--- src/rtl/seg_auth_pkg.sv ---
// Shared types, counter-width helpers and default sizes for the
// password checker and its entry buffer.
package seg_auth_pkg;

  localparam int DIGIT_W_DEF    = 4;
  localparam int NUM_DIGITS_DEF = 6;
  localparam int ADDR_W_DEF     = 5;

  typedef enum logic [2:0] {
    S_IDLE,
    S_ENTRY,
    S_FETCH,
    S_COMPARE,
    S_PASSED,
    S_LOCKOUT
  } auth_state_t;

  // Bits needed to hold the values 0..n (at least one bit).
  function automatic int cnt_w(input int n);
    return (n < 1) ? 1 : $clog2(n + 1);
  endfunction

endpackage

--- src/rtl/password_entry_buffer.sv ---
// MSB-first digit shift register with digit counter and full flag.
// Ports: clk, rst, i_clr, i_push, i_digit -> o_buf, o_count, o_full.
module password_entry_buffer
  import seg_auth_pkg::*;
#(
  parameter  int DIGIT_W    = DIGIT_W_DEF,
  parameter  int NUM_DIGITS = NUM_DIGITS_DEF,
  localparam int PW_W       = DIGIT_W * NUM_DIGITS,
  localparam int CNT_W      = cnt_w(NUM_DIGITS)
) (
  input  logic               clk,
  input  logic               rst,
  input  logic               i_clr,
  input  logic               i_push,
  input  logic [DIGIT_W-1:0] i_digit,
  output logic [PW_W-1:0]    o_buf,
  output logic [CNT_W-1:0]   o_count,
  output logic               o_full
);

  logic [PW_W-1:0]  r_buf;
  logic [CNT_W-1:0] r_count;
  logic [PW_W-1:0]  w_shift;

  assign w_shift = (r_buf << DIGIT_W) | PW_W'(i_digit);
  assign o_full  = (r_count == CNT_W'(NUM_DIGITS));

  // Clear has priority over a same-cycle push.
  always_ff @(posedge clk) begin
    if (rst || i_clr) begin
      r_buf   <= '0;
      r_count <= '0;
    end else if (i_push && !o_full) begin
      r_buf   <= w_shift;
      r_count <= r_count + CNT_W'(1);
    end
  end

  assign o_buf   = r_buf;
  assign o_count = r_count;

endmodule

--- config.mk ---
export PLATFORM = sky130hd
export DESIGN_NAME = password_entry_buffer
export DESIGN_NICKNAME = d
export VERILOG_FILES = /design/src/rtl/seg_auth_pkg.sv /design/src/rtl/password_entry_buffer.sv
export SDC_FILE = /design/constraint.sdc
export NUM_CORES = 1
export LEC_CHECK = 0
export ABC_AREA = 1
export CAP_MARGIN = 10
export CORE_AREA = 2 2 66 68
export CTS_BUF_LIST = sky130_fd_sc_hd__clkbuf_2
export CTS_CLUSTER_SIZE = 25
export DETAILED_ROUTE_END_ITERATION = 16
export DIE_AREA = 0 0 68 70
export GPL_TIMING_DRIVEN = 0
export SETUP_SLACK_MARGIN = 0.3
export SYNTH_ARGS = -nofsm -noshare
export SYNTH_HDL_FRONTEND = slang
export SYNTH_SLANG_ARGS = --single-unit
--- constraint.sdc ---
create_clock -name clk -period 2.8 [get_ports clk]
set_clock_uncertainty 0.1 [all_clocks]
set_input_delay 0.84 -clock clk [delete_from_list [all_inputs] [get_ports clk]]
set_output_delay 0.84 -clock clk [all_outputs]
set_load 0.02 [all_outputs]
* Word-level counts from Yosys, hierarchy flattened *
Cells that the tools add are included.

word-level totals
  bits in registers = 27
  bits in latches = 0
  memory bits (writable) = 0
  memory bits (read-only) = 0
  input bits = 8
  memories = 0

operators by class
  $add $sub $neg = 1
  $mul = 0
  div/mod/pow operators = 0
  $lt $le $gt $ge = 0
  equal/unequal tests = 1
  shift operators = 0
  multiplexer cells = 0
  bitwise logic cells = 1
  reduce and logical (&&, ||, !) cells = 3

operators by type and width
  cell                                                           number
  24-bit by 4-bit bitwise OR with 24-bit output                  1
  3-bit by 1-bit adder with 3-bit output, second input constant  1
  3-bit == test, second input constant                           1
  1-bit logical AND                                              1
  1-bit zero test                                                1
  1-bit logical OR                                               1

* Depth between registers and ports, before layout *
Gate-level depths: netlist of the first run.

  word-level depth = 3
  mapped depth = 7
  gate-level depth less buffers = 6

* Least setup slack after synthesis of the first run *
OpenSTA, ideal clock, no wires.

  path type = flip-flop to output port
  start = reg r_count[0] (netlist: o_count[0])
  end = out o_full
  arrival time = 1170 ps
  data required time = 1860 ps
  slack = 690 ps
  cell stages (with the launch flop) = 6
  buffers on the path = 1
  path through = dfxtp_1 > inv_1 > ha_1 > nand2_4 > buf_4 > inv_1

between the ends
  word-level cells in the longest chain between the ends = 1

RTL lines
  element                 line                         source
  from (decl)             password_entry_buffer.sv:22  logic [CNT_W-1:0] r_count;
  from (signal assigned)  password_entry_buffer.sv:35  r_count <= r_count + CNT_W'(1);
  3-bit == test           password_entry_buffer.sv:26  assign o_full = (r_count == CNT_W'(NUM_DIGITS));
  to (decl)               password_entry_buffer.sv:18  output logic o_full

No other way between the ends.

* Worst setup path in the final report of the first run *
  start = reg r_count[2] (netlist: o_count[2])
  end = out o_count[2]

RTL lines
  element    line                         source
  to (decl)  password_entry_buffer.sv:17  output logic [CNT_W-1:0] o_count,

No word-level cell between the ends.

==> results of run 1 <==
cell usage after synthesis (all sizes together):
library cell | number | area share [%]
nand2 | 31 | 9.0
nor2 | 29 | 8.5
inv | 28 | 7.6
dfxtp | 27 | 39
a21oi | 26 | 9.5
nand3 | 26 | 17
buf | 13 | 7.3
ha | 2 | 1.8
o21ai | 1 | 0.36
metrics by stage:
step / setup WS [ps] / instances / hold WS [ps] / instance area, um^2
after floorplan: 690 / 183 / 473 / 1380
after global placement: 257 / 269 / 361 / 1780
after detailed placement: 253 / 269 / 367 / 1780
after CTS: 304 / 275 / 420 / 1830
after global routing: 330 / 275 / 441 / 1830
final: 400 / 275 / 418 / 1830
repair_timing:
item	CTS	global route
gates cloned	0	0
setup buffers	2	0
pin swaps	1	0
setup endpoints to repair	1	3
gates resized for setup	7	4
cell families (layout without fill, tap and decap cells):
| kind of cell | after synthesis | after routing |
|---|---|---|
| AOI/OAI and AO/OA | 27 | 27 |
| adders and majority gates | 2 | 2 |
| buffers and inverters | 41 | 81 |
| DFF | 27 | 27 |
| and+or+nand+nor | 86 | 86 |
sequential cells by signal, indices dropped and copies added, names as in the netlist:
name / cells
o_buf: 24
o_count: 3
cell type report:
type,instances,area [um^2],area share [%]
multi-input cells,115,631,34.5
plain buffers,13,108,5.89
inverters,28,105,5.75
repair buffers,36,353,19.3
clock buffers,3,15.0,0.821
well taps,52,65.1,3.56
flip-flops and latches,27,547,29.9
clock inverters,1,5.00,0.274
per-layer routing:
metal | vias up | wire length (um) | GRT usage, %
met5 | - | 0 | 0
met4 | 0 | 8 | 1.33
met3 | 2 | 144 | 4.35
met2 | 25 | 1390 | 22.3
met1 | 536 | 1490 | 18.7
li1 | 645 | - | -
power breakdown:
| group | internal, W | switching [W] |
|---|---|---|
| Clock | 0.0000323 | 0.000124 |
| Combinational | 0.0000671 | 0.0000727 |
| Sequential | 0.000400 | 0.0000108 |
| Total | 0.000499 | 0.000208 |
path summary, 6_finish.rpt:
kind / to / slack (ps) / start
max: o_count[2] / 400 / o_count[2]$_SDFFE_PP0P_
min: o_buf[22]$_SDFFE_PP0P_ / 420 / o_buf[22]$_SDFFE_PP0P_
min reg2reg: o_buf[22]$_SDFFE_PP0P_ / 420 / o_buf[22]$_SDFFE_PP0P_
max reg2reg: o_buf[7]$_SDFFE_PP0P_ / 1330 / o_count[0]$_SDFFE_PP0P_
==> flow_summary_export.csv, run 1 <==
group,metric,value,unit
placement,dp_hpwl,2.09,mm
logic_synthesis,synth_sequential_area_ratio,39.3,%
logic_synthesis,yosys.area_share.adder,1.82,%
setup_path,timing.critical_path.to_type,"output pin",
floorplan,placeableCoreArea,4140,um^2
logic_synthesis,yosys.cell_types.count,14,
sta,timing.final.crit_share,85.7,%
pwr,total_power_density_per_cell_area,387,nW/um^2
cells_and_area,most_common_cell_after_layout_fill_and_taps_aside,"sky130_fd_sc_hd__clkdlybuf4s50_1",
cells_and_area,syn_to_final_growth,32.8,%
setup_path,crit_cells,1,
setup_path,critical_path.startpoint_type,"flop",
clocking,clock-root-buffer,"sky130_fd_sc_hd__clkbuf_2",
floorplan,die_width,68,um
sta,clock.fmax,0.417,GHz
global_routing,antenna_found_initial,0,
worst_hold_path,worst_hold_path_type,"flop to flop",
clocking,post_cts_hold_buffer_count,0,
detailed_routing,routed_wl,3.04,mm
global_routing,wire_length_of_the_first_global_routing_pass,5.18,mm
detailed_routing,drt-initial-drc-count,46,
setup_path,path_max_fanout,5,
setup_path,crit_slowest_cell,"sky130_fd_sc_hd__clkdlybuf4s50_1",
worst_hold_path,hold_depth,2,
placement,place.gp.congestion,0.724,
logic_synthesis,combinational_family_with_the_most_area_after_synthesis,"simple AND/OR/NAND/NOR gates",
setup_path,rr_worst_depth,8,
detailed_routing,firstDrtPassIters,4,
sta,timing.slew.headroom,80.5,%
clocking,worst_setup_hold_path_clk_slew,290,ps
floorplan,io-pin-count,36,
setup_path,crit_path_max_incr_delay,620,ps
setup_path,total_buffers_and_inverters_traversed_by_the_critical_path,1,
floorplan,floorplan.initialDensity,33.2,%
run_status,result_of_the_run,"completed",
logic_synthesis,synth_compound_area_share,9.82,%
cells_and_area,antenna_fix_cells,0,
detailed_routing,detail_route.vias_per_cell,4.39,
setup_path,required_time_of_the_critical_path,1860,ps
clocking,clk-insertion-delay-late,390,ps
logic_synthesis,synth.cell_area,1380,um^2
cells_and_area,final_nets,234,
logic_synthesis,syn_area_per_cell,7.52,um^2
placement,placement.io_buffers,34,
sta,timing_worst_slew_pin_value,292,ps
sta,finalCriticalPeriod,2400,ps
floorplan,floorplan.die.height,70,um
sta,timing.final.hold_violations,0,
floorplan,fp-row-count,24,
logic_synthesis,synth-simple-area-share,34.2,%
clocking,cts.path.max_buffers,2,
detailed_routing,total_vias_in_the_final_route,1208,
cells_and_area,drive_above_1_share,20.2,%
global_routing,grt_start_max_net_pins,16,
setup_path,crit_chain,"clkdlybuf4s50_1",
cells_and_area,final_core_util,44.1,%
detailed_routing,post-route-drc-count,0,
sta,report.final.slew_viol_count,0,
pwr,max-vdd-ir-drop,0.000306,V
setup_path,cp_top_family,"buffers and inverters",
pwr,power.leakage,0.835,nW
clocking,cts.sinks,27,
logic_synthesis,synth.ff_latch_count,27,
floorplan,die-area,4760,um^2
logic_synthesis,synth.area.mux_share,0,%
pwr,finalPower,0.000707,W
global_routing,grt_use_total,13.9,%
detailed_routing,final_antenna_net_count,0,
job,maxCapViolations,0,
logic_synthesis,post_synth_xor_area_fraction,0,%
sta,grt_setup_unrepaired,"no",
global_routing,grt_pass1_vias,1136,
sta,finalSetupViolCount,0,
clocking,tritoncts.num_buffers,3,
detailed_routing,detail_route.wl_per_cell,11.0,um
logic_synthesis,netlist_instances,183,
sta,fin_tns_setup,0,ps
cells_and_area,n_fill_cell,462,
logic_synthesis,synth_warnings,0,
setup_path,cp.arrival,1460,ps
clocking,cts_tree,"yes",
cells_and_area,final_cell_mix,"sky130_fd_sc_hd__clkdlybuf4s50_1, sky130_fd_sc_hd__nand2_1, sky130_fd_sc_hd__inv_1, sky130_fd_sc_hd__nor2_1, sky130_fd_sc_hd__a21oi_1",
global_routing,gr-total-overflow,0,
logic_synthesis,syn_nets,193,
setup_path,timing.setup.critical_path_class,"flop to output pin",
clocking,htree_num_levels,1,
No activity file was read; power rests on OpenSTA's default activity.
==> run 2: changes to the inputs <==
- ABC_AREA: 1 -> unset
- CAP_MARGIN: 10 -> 20
- CORE_AREA: 2 2 66 68 -> 2 2 62 64
- DIE_AREA: 0 0 68 70 -> 0 0 64 66
- DONT_BUFFER_PORTS: unset -> 1
==> run 2 against run 1 <==
Total power decreased by 18%. Critical path depth increased by 1. Utilization decreased by 7.9 points. Combinational power decreased by 69%. Hold slack improved by 150 ps. Critical path type unchanged.
==> flow_summary_export.csv, run 2 <==
group,metric,value,unit
detailed_routing,drt-initial-drc-count,14,
logic_synthesis,synth_compound_area_share,2.18,%
logic_synthesis,combinational_family_with_the_most_area_after_synthesis,"simple AND/OR/NAND/NOR gates",
clocking,cts_tree,"yes",
global_routing,antenna_found_initial,0,
cells_and_area,seqCellArea,542,um^2
logic_synthesis,synth_top_area_share,44.9,%
cells_and_area,fin_area,1290,um^2
global_routing,grt_use_total,12.3,%
sta,timing.final.hold_violations,0,
setup_path,cp.arrival,1410,ps
worst_hold_path,worst_hold_path_type,"primary input to flop",
job,maxCapViolations,0,
logic_synthesis,yosys.cell_types.count,19,
pwr,max-vdd-ir-drop,0.000306,V
logic_synthesis,syn_area_per_cell,11.7,um^2
pwr,finalPower,0.000581,W
clocking,post_cts_hold_buffer_count,0,
cells_and_area,syn_to_final_growth,6.75,%
logic_synthesis,synth_edf_count,0,
cells_and_area,final_cell_mix,"sky130_fd_sc_hd__dfxtp_1, sky130_fd_sc_hd__or3b_1, sky130_fd_sc_hd__mux2i_1, sky130_fd_sc_hd__clkbuf_2, sky130_fd_sc_hd__buf_2",
detailed_routing,detail_route.vias_per_cell,4.90,
logic_synthesis,synth.ff_latch_count,27,
setup_path,path_max_fanout,4,
global_routing,gr-total-overflow,0,
global_routing,grt_pass1_vias,769,
clocking,worst_setup_hold_path_clk_slew,240,ps
clocking,tritoncts.num_buffers,3,
placement,placement.io_buffers,0,
clocking,htree_num_levels,1,
floorplan,placeableCoreArea,3550,um^2
floorplan,floorplan.die.height,66,um
placement,dp_hpwl,1.79,mm
logic_synthesis,post_synth_xor_area_fraction,0,%
setup_path,required_time_of_the_critical_path,1860,ps
global_routing,grt_start_max_net_pins,16,
clocking,cts.sinks,27,
global_routing,wire_length_of_the_first_global_routing_pass,3.96,mm
cells_and_area,drive_above_1_share,19.6,%
sta,finalCriticalPeriod,2350,ps
setup_path,rr_worst_depth,5,
cells_and_area,largest_register_ff_count,24,
pwr,power.leakage,0.509,nW
cells_and_area,antenna_fix_cells,0,
floorplan,floorplan.initialDensity,33.9,%
clocking,cts.path.max_buffers,2,
run_status,result_of_the_run,"completed",
sta,timing.slew.headroom,77.3,%
placement,place.gp.congestion,0.664,
detailed_routing,detail_route.wl_per_cell,15.8,um
logic_synthesis,share_of_flip_flops_with_an_asynchronous_set_or_reset_after_synthesis,0,%
clocking,cts_setup_buffers,0,
sta,grt_setup_unrepaired,"no",
floorplan,io-pin-count,36,
sta,fin_tns_setup,0,ps
cells_and_area,multi_input_comb_area,607,um^2
setup_path,timing.critical_path.to_type,"output pin",
logic_synthesis,synth.area.mux_share,21.8,%
detailed_routing,final_antenna_net_count,0,
placement,dp_slack,783,ps
logic_synthesis,ys_top_cells_by_area,"sky130_fd_sc_hd__dfxtp_1, sky130_fd_sc_hd__mux2i_1, sky130_fd_sc_hd__or3b_1",
cells_and_area,most_common_cell_after_layout_fill_and_taps_aside,"sky130_fd_sc_hd__dfxtp_1",
sta,finalSetupViolCount,0,
floorplan,die_width,64,um
sta,worst_slack,447,ps
sta,clock.fmax,0.425,GHz
clocking,clock-root-buffer,"sky130_fd_sc_hd__clkbuf_2",
placement,placed_cell_area,1260,um^2
logic_synthesis,synth.cell_area,1200,um^2
detailed_routing,total_vias_in_the_final_route,760,
cells_and_area,n_fill_cell,362,
worst_hold_path,hold_depth,2,
cells_and_area,final_nets,118,
clocking,clk-insertion-delay-late,340,ps
sta,timing.final.crit_share,84.0,%
logic_synthesis,synth_sequential_area_ratio,44.9,%
floorplan,die-area,4220,um^2
logic_synthesis,synth_most_common_cell,"sky130_fd_sc_hd__dfxtp_1",
detailed_routing,post-route-drc-count,0,
logic_synthesis,syn_nets,113,
logic_synthesis,yosys.area_share.adder,2.08,%
logic_synthesis,netlist_instances,103,
sta,timing_worst_slew_pin_value,339,ps
sta,timing.hold.ws,569,ps
detailed_routing,routed_wl,2.45,mm
detailed_routing,firstDrtPassIters,4,
setup_path,timing.setup.critical_path_class,"flop to output pin",
floorplan,fp-row-count,22,
logic_synthesis,synth-simple-area-share,24.3,%
logic_synthesis,synth_warnings,0,
sta,report.final.slew_viol_count,0,
logic_synthesis,ys_top_cells_by_count,"sky130_fd_sc_hd__dfxtp_1, sky130_fd_sc_hd__or3b_1, sky130_fd_sc_hd__mux2i_1",
setup_path,critical_path.startpoint_type,"flop",
pwr,total_power_density_per_cell_area,452,nW/um^2
logic_synthesis,yosys_most_used_dff,"sky130_fd_sc_hd__dfxtp_1",
logic_synthesis,most_area_hungry_cell_type_in_the_yosys_netlist,"sky130_fd_sc_hd__dfxtp_1",
[run 2: cell types whose count changed after synthesis, sizes merged, moves of 6 or more]
cell	before	now
nor2	29	0
or3b	0	28
inv	28	1
mux2i	0	24
nand3	26	0
nand2	31	0
a21oi	26	1
buf	13	7
[run 2: worst paths after layout]
check / from / endpoint / slack [ps]
worst max register to register: o_count[0]$_SDFFE_PP0P_ / o_count[1]$_SDFFE_PP0P_ / 1070
worst max-delay path: o_count[1]$_SDFFE_PP0P_ / o_full / 450
worst min-delay path: rst / o_buf[13]$_SDFFE_PP0P_ / 570
worst min register to register: o_buf[22]$_SDFFE_PP0P_ / o_buf[22]$_SDFFE_PP0P_ / 570
[run 2: through the flow]
stage,util [%],instances
after CTS,36.2,155
after global placement,35.6,151
after detailed placement,35.6,151
after global routing,36.2,155
after floorplan,-,103
final,36.2,155
[run 2: cell type report]
| cell class | count | area share (%) |
|---|---|---|
| multi-input cells | 66 | 47.2 |
| flip-flops and latches | 27 | 42.1 |
| well taps | 48 | 4.67 |
| plain buffers | 9 | 4.18 |
| clock buffers | 3 | 1.17 |
| clock inverters | 1 | 0.389 |
| inverters | 1 | 0.292 |
[run 2: routing by layer]
metal  routed length, um  track usage (%)  up-vias
met2                1150             19.8       24
met3                 217             5.79        2
met4                  12             1.63        0
met1                1070             15.4      352
li1                    -                -      382
met5                   0                0        -
[run 2: kinds of logic (layout without fill, tap and decap cells)]
family,after synthesis,after routing
simple gates,35,35
compound gates,3,3
flops,27,27
buf+inv,10,14
fa+ha+maj,2,2
mux,26,26
[run 2: worst max-delay path, stage by stage, from the launching register on]
cell and delay, ps:
sky130_fd_sc_hd__dfxtp_1 540, sky130_fd_sc_hd__ha_1 280, sky130_fd_sc_hd__and2_1 260
[run 2: what timing repair did]
item	in CTS	in global routing
setup endpoints to repair	0	1
hold endpoints to repair	0	0
resized for setup	0	1
[run 2: power breakdown]
part	leakage, nW	internal (W)	switching, W
Sequential	0.218	0.000389	0.00000727
Clock	0.0164	0.0000324	0.000109
Combinational	0.274	0.0000192	0.0000244
Total	0.509	0.000441	0.000140
==> run 3: changes to the inputs <==
- clock period: 2.8 -> 2.4 ns (I/O delays scaled with it)
==> run 3 against run 2 <==
Global-route usage about the same. Largest power group unchanged. Sequential power is 17% higher. Largest cell class unchanged. Sequential share of layout area decreased by 0.24 points. Combinational power is 18% higher. Final cell count is 0.65% higher. Count of clock-buffer cells in the layout stayed put. Total power grew 17%. First-iteration DRC count fell by 43%. Critical path depth rose by 1.
==> flow_summary_export.csv, run 3 (same netlist as run 2, synthesis figures left out) <==
group,metric,value,unit
run_status,result_of_the_run,"completed",
setup_path,ff2ff_setup_slack,660,ps
sta,timing.slew.headroom,76.7,%
pwr,finalPower,0.000678,W
floorplan,placeableCoreArea,3550,um^2
setup_path,cp.arrival,1190,ps
clocking,post_cts_hold_buffer_count,0,
floorplan,floorplan.die.height,66,um
global_routing,grt_pass1_vias,772,
clocking,clk-insertion-delay-late,340,ps
detailed_routing,routed_wl,2.46,mm
setup_path,timing.critical_path.to_type,"output pin",
floorplan,die_width,64,um
detailed_routing,firstDrtPassIters,2,
detailed_routing,final_antenna_net_count,0,
global_routing,use_met3,5.79,%
pwr,swShare,24.2,%
setup_path,crit_chain,"inv_2 -> ha_2 -> and2_4",
setup_path,crit_path_max_incr_delay,460,ps
sta,worst_slack,389,ps
setup_path,timing.setup.critical_path_class,"flop to output pin",
clocking,cts_tree,"yes",
detailed_routing,detail_route.wl_per_cell,15.8,um
cells_and_area,final_cell_mix,"sky130_fd_sc_hd__or3b_1, sky130_fd_sc_hd__dfxtp_1, sky130_fd_sc_hd__mux2i_1, sky130_fd_sc_hd__clkbuf_2, sky130_fd_sc_hd__buf_2",
global_routing,gr-total-overflow,0,
setup_path,regToRegEndpoint,"o_count[1]$_SDFFE_PP0P_",
pwr,max-vdd-ir-drop,0.000357,V
cells_and_area,largest_register_ff_count,24,
detailed_routing,post-route-drc-count,0,
setup_path,cp_top_family,"flip-flops",
clocking,cts.path.max_buffers,2,
clocking,worst_setup_hold_path_clk_slew,240,ps
global_routing,grt_start_max_net_pins,16,
global_routing,grt.met2_usage,19.8,%
pwr,power.internal,0.000514,W
sta,timing_worst_slew_pin_value,350,ps
sta,report.final.slew_viol_count,0,
setup_path,timing.critical_path.from,"o_count[0]$_SDFFE_PP0P_",
pwr,power.leakage,0.515,nW
cells_and_area,drive_above_1_share,24.1,%
global_routing,grt_use_total,12.4,%
floorplan,io-pin-count,36,
sta,grt_setup_unrepaired,"no",
floorplan,floorplan.initialDensity,33.9,%
clocking,tritoncts.num_buffers,3,
job,maxCapViolations,0,
cells_and_area,antenna_fix_cells,0,
setup_path,worst_setup_path_end,"o_full",
pwr,total_power_density_per_cell_area,521,nW/um^2
sta,timing.final.crit_share,83.8,%
detailed_routing,drt-initial-drc-count,8,
cells_and_area,final_core_util,36.7,%
setup_path,reg2reg_from,"o_count[0]$_SDFFE_PP0P_",
clocking,cts.sinks,27,
pwr,pwr-share-clk,24.3,%
floorplan,die-area,4220,um^2
setup_path,required_time_of_the_critical_path,1580,ps
setup_path,path_max_fanout,5,
setup_path,total_buffers_and_inverters_traversed_by_the_critical_path,1,
clocking,htree_num_levels,1,
global_routing,antenna_found_initial,0,
global_routing,globalRouteMet1Util,15.5,%
setup_path,rr_worst_depth,6,
sta,timing.final.hold_violations,0,
setup_path,crit_cells,3,
detailed_routing,total_vias_in_the_final_route,769,
placement,placement.io_buffers,0,
cells_and_area,final_nets,119,
placement,dp_slack,503,ps
worst_hold_path,worst_hold_path_type,"primary input to flop",
cells_and_area,syn_to_final_growth,8.10,%
global_routing,wire_length_of_the_first_global_routing_pass,3.97,mm
placement,placed_cell_area,1260,um^2
setup_path,critical_path.startpoint_type,"flop",
clocking,clock-root-buffer,"sky130_fd_sc_hd__clkbuf_2",
sta,fin_tns_setup,0,ps
sta,finalCriticalPeriod,2010,ps
placement,dp_hpwl,1.79,mm
placement,place.gp.congestion,0.664,
pwr,p_sw,0.000164,W
floorplan,fp-row-count,22,
cells_and_area,fin_area,1300,um^2
setup_path,crit_slowest_cell,"sky130_fd_sc_hd__dfxtp_4",
detailed_routing,detail_route.vias_per_cell,4.93,
sta,finalSetupViolCount,0,
global_routing,grt_busiest_layer,"met2",
pwr,sequentialPowerShare,68.1,%
cells_and_area,n_fill_cell,361,
sta,clock.fmax,0.497,GHz
pwr,power_frac_comb,7.6,%
run 3: power groups by stage:
stage	sequential, W	combinational, W	clock, W
3_3_place_gp	0.000471	0.0000506	0
3_5_place_dp	0.000471	0.0000521	0
5_1_grt	0.000463	0.0000571	0.000191
6_report	0.000462	0.0000514	0.000165
4_1_cts	0.000462	0.0000524	0.000175
2_1_floorplan	0.000470	0.0000410	0
run 3: timing repair:
item	4_1_cts	5_1_grt
setup buffers	0	1
setup endpoints to repair	1	1
gates resized for setup	6	1
run 3: routing by layer:
metal	vias up	share of wire, %
li1	386	-
met3	2	8.7
met5	-	0
met1	356	43
met4	0	0.49
met2	25	48
run 3: area by class of cell:
type	count	area, um^2	share of cell area (%)
Buffer	9	53.8	4.13
Sequential cell	27	546	41.9
Clock inverter	1	5.00	0.384
Clock buffer	3	15.0	1.15
Tap cell	48	60.1	4.61
Timing Repair Buffer	1	7.51	0.576
Inverter	1	3.75	0.288
Multi-Input combinational cell	66	612	47.0
run 3: worst min path at each step:
stage,from,to,slack [ps],cells after the start
2_1_floorplan,o_count[2]$_SDFFE_PP0P_,o_count[2]$_SDFFE_PP0P_,520,2
3_3_place_gp,o_count[2]$_SDFFE_PP0P_,o_count[2]$_SDFFE_PP0P_,550,2
3_5_place_dp,o_buf[23]$_SDFFE_PP0P_,o_buf[23]$_SDFFE_PP0P_,550,2
4_1_cts,rst,o_buf[12]$_SDFFE_PP0P_,430,2
5_1_grt,rst,o_buf[16]$_SDFFE_PP0P_,400,2
6_report,rst,o_buf[13]$_SDFFE_PP0P_,450,2
run 3: worst register-to-register path, cell delays in order (launching register included):
cell and delay (ps):
sky130_fd_sc_hd__dfxtp_4 460, sky130_fd_sc_hd__inv_2 40, sky130_fd_sc_hd__ha_2 170, sky130_fd_sc_hd__buf_4 140, sky130_fd_sc_hd__a21boi_2 200, sky130_fd_sc_hd__buf_6 210, sky130_fd_sc_hd__mux2_2 340
run 3: per-stage QoR:
stage	hold WS, ps	std cells
final	449	156
after global routing	405	156
after CTS	428	155
after detailed placement	551	151
after global placement	549	151
after floorplan	525	103
